`src/rtl/pla_vector_driver.sv`:
```
// pla_vector_driver: launches each accepted vector onto the PLA x bus, samples y after SETTLE cycles,
// streams {vector, y} out and accumulates vector count, ones count and a MISR signature.
module pla_vector_driver #(
   parameter int               N_IN     = 15,
   parameter int               SETTLE   = 1,
   parameter int               CNT_W    = 16,
   parameter int               SIG_W    = 16,
   parameter logic [SIG_W-1:0] SIG_POLY = 16'h1021,
   parameter logic [SIG_W-1:0] SIG_SEED = 16'h0000
) (
   input  logic             clk,
   input  logic             rst_n,
   input  logic             clr,
   input  logic             in_valid,
   output logic             in_ready,
   input  logic [N_IN-1:0]  in_vec,
   output logic [N_IN-1:0]  x_drv,
   input  logic             y_in,
   output logic             out_valid,
   input  logic             out_ready,
   output logic [N_IN-1:0]  out_vec,
   output logic             out_y,
   output logic [CNT_W-1:0] vec_cnt,
   output logic [CNT_W-1:0] ones_cnt,
   output logic [SIG_W-1:0] sig
);
   typedef enum logic [1:0] {S_IDLE, S_SETTLE, S_HOLD} state_t;
   state_t           state, nxt;
   logic [7:0]       cnt;
   logic             accept, capture, done;
   logic [SIG_W-1:0] sig_nxt;
   assign in_ready = state == S_IDLE;
   assign sig_nxt  = (sig << 1) ^ (sig[SIG_W-1] ? SIG_POLY : '0) ^ SIG_W'(y_in);
   always_ff @(posedge clk)
      state <= !rst_n ? S_IDLE : nxt;
   always_comb begin
      accept  = state == S_IDLE && in_valid;
      capture = state == S_SETTLE && cnt == 8'd0;
      done    = state == S_HOLD && out_ready;
      nxt     = accept ? S_SETTLE : capture ? S_HOLD : done ? S_IDLE : state;
   end
   // clr only touches the statistics and beats a simultaneous capture
   always_ff @(posedge clk) begin
      if (!rst_n) begin
         x_drv     <= '0;
         cnt       <= '0;
         out_valid <= 1'b0;
         out_vec   <= '0;
         out_y     <= 1'b0;
         vec_cnt   <= '0;
         ones_cnt  <= '0;
         sig       <= SIG_SEED;
      end else begin
         if (accept) begin
            x_drv <= in_vec;
            cnt   <= 8'(SETTLE - 1);
         end else if (state == S_SETTLE && cnt != 8'd0) begin
            cnt <= cnt - 8'd1;
         end
         if (capture) begin
            out_vec   <= x_drv;
            out_y     <= y_in;
            out_valid <= 1'b1;
         end else if (done) begin
            out_valid <= 1'b0;
         end
         if (clr) begin
            vec_cnt  <= '0;
            ones_cnt <= '0;
            sig      <= SIG_SEED;
         end else if (capture) begin
            vec_cnt  <= vec_cnt + CNT_W'(1);
            ones_cnt <= ones_cnt + CNT_W'(y_in);
            sig      <= sig_nxt;
         end
      end
   end
endmodule

```
`config.mk`:
```
export PLATFORM = sky130hd
export DESIGN_NAME = pla_vector_driver
export DESIGN_NICKNAME = d
export VERILOG_FILES = /design/src/rtl/pla_vector_driver.sv
export SDC_FILE = /design/constraint.sdc
export NUM_CORES = 1
export LEC_CHECK = 0
export BUFFER_PORTS_ARGS = -buffer_cell sky130_fd_sc_hd__buf_2
export CAP_MARGIN = 10
export CORE_UTILIZATION = 48
export DETAILED_ROUTE_END_ITERATION = 12
export PLACE_DENSITY = 0.74
export REMOVE_ABC_BUFFERS = 1
export SYNTH_ARGS = -nofsm -noshare
export SYNTH_HDL_FRONTEND = slang
export SYNTH_SLANG_ARGS = --single-unit
```
`constraint.sdc`:
```
create_clock -name clk -period 4.1 [get_ports clk]
set_input_delay 1.025 -clock clk [delete_from_list [all_inputs] [get_ports clk]]
set_output_delay 1.025 -clock clk [all_outputs]
set_load 0.01 [all_outputs]
```
After elaboration in Yosys (flattened, before gate mapping) --
Index checks and enable logic that the tools add are counted.
Word-level totals: register bits 90, input bits 21, logic and storage cells 35
Cells by class: $add $sub $neg 3, equality and inequality tests 2, mux-type cells 6, bitwise logic cells 3, reduce and logical (&&, ||, !) cells 11
Operators by type and width (number):
- 16-bit by 1-bit adder with 16-bit output | 1
- 16-bit by 1-bit adder with 16-bit output, second input constant | 1
- 16-bit by 1-bit XOR with 16-bit output | 1
- 16-bit by 13-bit XOR with 16-bit output | 1
- 13-bit 2-to-1 mux | 1
- 8-bit zero test | 1
- 8-bit nonzero test | 1
- 8-bit by 1-bit subtractor with 8-bit output, second input constant | 1
- 1-bit logical AND | 4
- 2-bit 2-to-1 mux | 2
- 2-bit OR reduction | 2
- 1-bit 2-to-1 mux | 3
- 3-bit nonzero test | 1
- 2-bit by 1-bit equality test with 1-bit output, second input constant | 1
- 2-bit equality test, second input constant | 1
- 2-bit zero test | 1
- 2-bit nonzero test | 1
- 1-bit inverter | 1

Logic depth before layout (Yosys ltp) --
word-level depth 5, depth in mapped cells 9, mapped depth without buffers 6

Worst setup path before layout --
OpenSTA, ideal clock, no wires.
path kind input-to-reg, start input port y_in, end register ones_cnt[14], setup time 0.070 ns, arrival time 2.508 ns, slack 1.521 ns, stages 7, buffers on the path 1, cells stage by stage ha_1 -> ha_1 -> nand3b_1 -> or4_1 -> buf_2 -> or4_1 -> a21oi_1
Between the ends: cells in the longest elaborated chain, start to end 1
RTL lines:
- from (decl) | RTL line 18 | input logic y_in,
- 16-bit by 1-bit adder with 16-bit output | RTL line 73 | ones_cnt <= ones_cnt + CNT_W'(y_in);
- to (signal assigned) | RTL line 73
- to (decl) | RTL line 24 | output logic [CNT_W-1:0] ones_cnt,
No other way between the ends. A chain may end at the register's enable or synchronous reset.

Worst setup path in the final report --
start register cnt[2], end register ones_cnt[5]
Between the ends: cells in the longest elaborated chain, start to end 2
RTL lines:
- from (decl) | RTL line 29 | logic [7:0] cnt;
- from (signal assigned) | RTL line 56 | cnt <= 8'(SETTLE - 1);
- from (signal assigned) | RTL line 58 | cnt <= cnt - 8'd1;
- 8-bit zero test | RTL line 38 | capture = state == S_SETTLE && cnt == 8'd0;
- 1-bit logical AND | RTL line 38
No other way between the ends.

==> parameters.txt <==
Parameter                              Value

Setup path
  Critical path class    register to register
  Worst EP arrival    2.89 ns
  CP Launch Type    register
  Number of cells on the worst reg-to-reg path    5
  Total buffers and inverters traversed by the critical path    1
  Register-to-Register Setup Slack    roughly 1.5 ns
  Required time of the worst setup path    between 4 and 5 ns
  Critical path fanouts, max    25
  Beginning of the worst register-to-register path    cnt[2]
  Delay contributed by the slowest stage of the critical path    roughly 0.62 ns
  Endpoint of the lowest-slack register-to-register path    ones_cnt[5]
  Cell with the biggest individual delay on the critical path    nor4_1
  Endpoint type of the worst setup path    register
  Critical Path, Cell by Cell    nor4_1 -> nand3_2 -> buf_4 -> or4_1 -> a21oi_1
  Worst path top cell family by delay    simple AND/OR/NAND/NOR gates

GRT
  First-pass GRT wire length    14200 um
  Global-route total usage across every layer    between 20% and 30%
  Remaining Overflow, GRT    0
  Via count of the first global-routing pass    ~3200
  Initial antenna violation count    0
  Pin count of the biggest net entering global routing    39

Cells and area
  Finished Layout Cells    648
  Share of cells above drive strength 1    a little under a quarter
  Synthesis-to-finish area growth    16.9%
  Antenna Diode Count    0
  Final core utilization    58.5%
  Highest-count cells in the layout ignoring fill and taps    104 x nand2_1, 101 x buf_2, 90 x dfxtp_1, 35 x a21oi_1, 32 x a21boi_0
  Net count of the finished layout    567
  Fill cells    around 760
  Commonest non-fill, non-tap cell in the layout    nand2_1

Power
  Relative contribution of sequential cells to total power    between 50% and 60%
  Switching pwr    438 uW
  Power density of the placed cells    about 360 nW/um^2
  Switching fraction of total power    26.6%
  Clock share of power    34.1%
  Leakage component of the power    approximately 0.0018 uW
  Combinational share of power    about a tenth
  Internal power consumption    1210 uW
  Highest ir drop seen on vdd    roughly 0.00022 V

Clock network
  Worst-Skew Late Latency    ~0.34 ns
  Hold Buf Count CTS    0
  Clock tree from TritonCTS    built
  Number of buffers inserted by post-CTS setup repair    0
  Clock buffer count from CTS    9
  Count of H-tree levels built during CTS    3
  Clock sink count    90
  Clock edge transition at the registers on the reported setup and hold paths    0.09 ns
  Max Root-Sink Buffers    2
  CTS Root Cell    clkbuf_8
  CTS resizes    0

Yosys
  Number of warnings reported in the yosys synthesis log    0
  Synthesized instance count    between 400 and 500
  Mean instance size in the synthesized netlist    8.33 um^2
  Number of storage elements in the synthesis netlist    90
  Cell accounting for the most synthesized area    dfxtp_1
  Number of distinct library cell variants in the gate-level netlist after synthesis    43
  Top cells by area, synth    dfxtp_1 46%, nand2_1 10%, a21boi_0 6.2%
  Sequential share of the synthesized area    between 40% and 50%
  Netlist Area Pre-Place    a little under 4000 um^2
  Area share of the largest cell type after synthesis    roughly 46%

Route
  Number of routed nets with antenna violations    0
  WL per Instance    13.0 um
  Detailed-route DRC error count    0
  Final wirelength    8420 um
  Vias per inst    approximately 5.4
  Count of routing violations after the opening detailed-route iteration    142
  Total number of vias    3478
  First-pass iteration count of the detailed router    4

Timing
  Finish-stage setup viols    0
  Final Max Tran Viols    0
  Unrepaired setup endpoints after global routing    false
  Period Utilization, post-route    63.9%
  Pin slew with the least headroom to its limit    approximately 0.84 ns
  Number of hold violations in the final report    0
  Minimum period implied by the final worst setup slack    2.62 ns
  Maximum achievable frequency    0.382 GHz
  Clock tree skew after final layout    roughly 0.012 ns
  Fin Setup TNS    0 ns
  Max transition margin    a little over two fifths

Min path
  Cell depth of the worst hold path    2
  Worst hold path endpoint    out_vec[1]
  Classification of the worst-slack hold path    register to register
  Critical hold path startpoint    out_vec[1]

Run
  Maxcap violations    0

Floorplanning
  Vert. Die Dim    between 90 and 100 um
  Starting density of the core    around half
  Site row count    32
  Die boundary width    between 90 and 100 um
  Num ports    between 100 and 150
  Core Region    7770 um^2
  Die Area    around 8500 um^2

Outcome
  Outcome    finished clean

Place
  RePlAce Congestion    slightly below 0.8
  Quantity of I/O buffers inserted on ports    around 100
  Placed wire-length estimate after detailed placement    just under 6000 um
  Placed Cells    ~630
worst reg2reg max path: cells and delay by family, from the launching register on:
kind | cells | cell delay, ns
compound gates | 1 | 0.14
simple gates | 3 | 1.66
buf+inv | 1 | 0.38
flops | 1 | 0.38
logic make-up after synthesis:
kind of cell | Yosys count | synth area share (%)
multiplexers | 1 | 0.290
XOR/XNOR | 19 | 4.28
buffers and inverters | 45 | 5.67
AO/OA/AOI/OAI | 99 | 16.4
flip-flops | 90 | 46.4
adder cells (fa/ha/maj) | 5 | 1.61
AND/OR/NAND/NOR | 207 | 25.3
sequential cells by signal, indices dropped and copies added (netlist names):
register / count
vec_cnt: 16
out_vec: 15
cnt: 8
sig: 16
state: 2
ones_cnt: 16
out_y: 1
x_drv: 15
out_valid: 1
metrics by stage:
stage	setup slack (ns)	hold slack, ns	cell area, um^2	total power [uW]
after CTS	1.48	0.472	4540	1670
after global placement	1.21	0.448	4350	1100
after floorplan	0.533	0.488	3680	1030
after global routing	1.25	0.494	4540	1730
final	1.48	0.466	4540	1650
after detailed placement	1.16	0.457	4350	1110
layer usage:
metal	routed length, um	up-vias	GRT usage, %
met3	572	12	4.81
met2	3760	105	33.8
met1	3930	1614	25.6
li1	-	1747	-
met5	0	-	0
met4	157	0	8.59
power groups by stage:
| stage | Combinational [uW] | Clock (uW) | Sequential, uW |
|---|---|---|---|
| floorplan | 81.6 | 0 | 946 |
| detailed placement | 170 | 0 | 938 |
| finish | 167 | 561 | 918 |
| CTS | 170 | 582 | 918 |
| global placement | 166 | 0 | 937 |
| global route | 187 | 616 | 922 |
worst max-delay path by stage:
| stage | startpoint | end | slack [ns] | depth (start not counted) |
|---|---|---|---|---|
| 2_1_floorplan | cnt[0] | vec_cnt[0] | 0.53 | 6 |
| 5_1_grt | cnt[2] | ones_cnt[5] | 1.25 | 5 |
| 3_5_place_dp | y_in | ones_cnt[14] | 1.16 | 7 |
| 4_1_cts | cnt[2] | ones_cnt[5] | 1.48 | 5 |
| 3_3_place_gp | y_in | ones_cnt[14] | 1.21 | 7 |
| 6_report | cnt[2] | ones_cnt[5] | 1.48 | 5 |
cell type report:
| type | count | area (um^2) | share of cell area [%] |
|---|---|---|---|
| multi-input cells | 331 | 1870 | 41.2 |
| flip-flops and latches | 90 | 1800 | 39.7 |
| clock buffers | 11 | 151 | 3.33 |
| well taps | 102 | 128 | 2.81 |
| inverters | 4 | 15.0 | 0.331 |
| clock inverters | 5 | 37.5 | 0.827 |
| repair buffers | 105 | 536 | 11.8 |
cells in the mapped netlist, drive strengths merged:
cell type / instances
xor2: 7
nor4b: 1
o21a: 2
nor4: 10
nand4: 8
nand3b: 2
or3: 9
nor2: 27
and3: 3
nor2b: 3
nand2: 104
nand2b: 2
nand3: 15
o31ai: 5
clkbuf: 24
nor3: 3
and2: 4
o2111ai: 1
a21boi: 32
dfxtp: 90
and4: 3
inv: 4
or4: 8
o21ai: 11
or3b: 1
buf: 17
or4b: 1
a211oi: 4
ha: 5
o2111a: 1
mux2: 1
nor3b: 1
xnor2: 12
a31o: 1
o211ai: 3
a41o: 1
nand4b: 2
a21oi: 35
a31oi: 1
o31a: 2
Note: power is estimated with default switching activity, not from simulation.
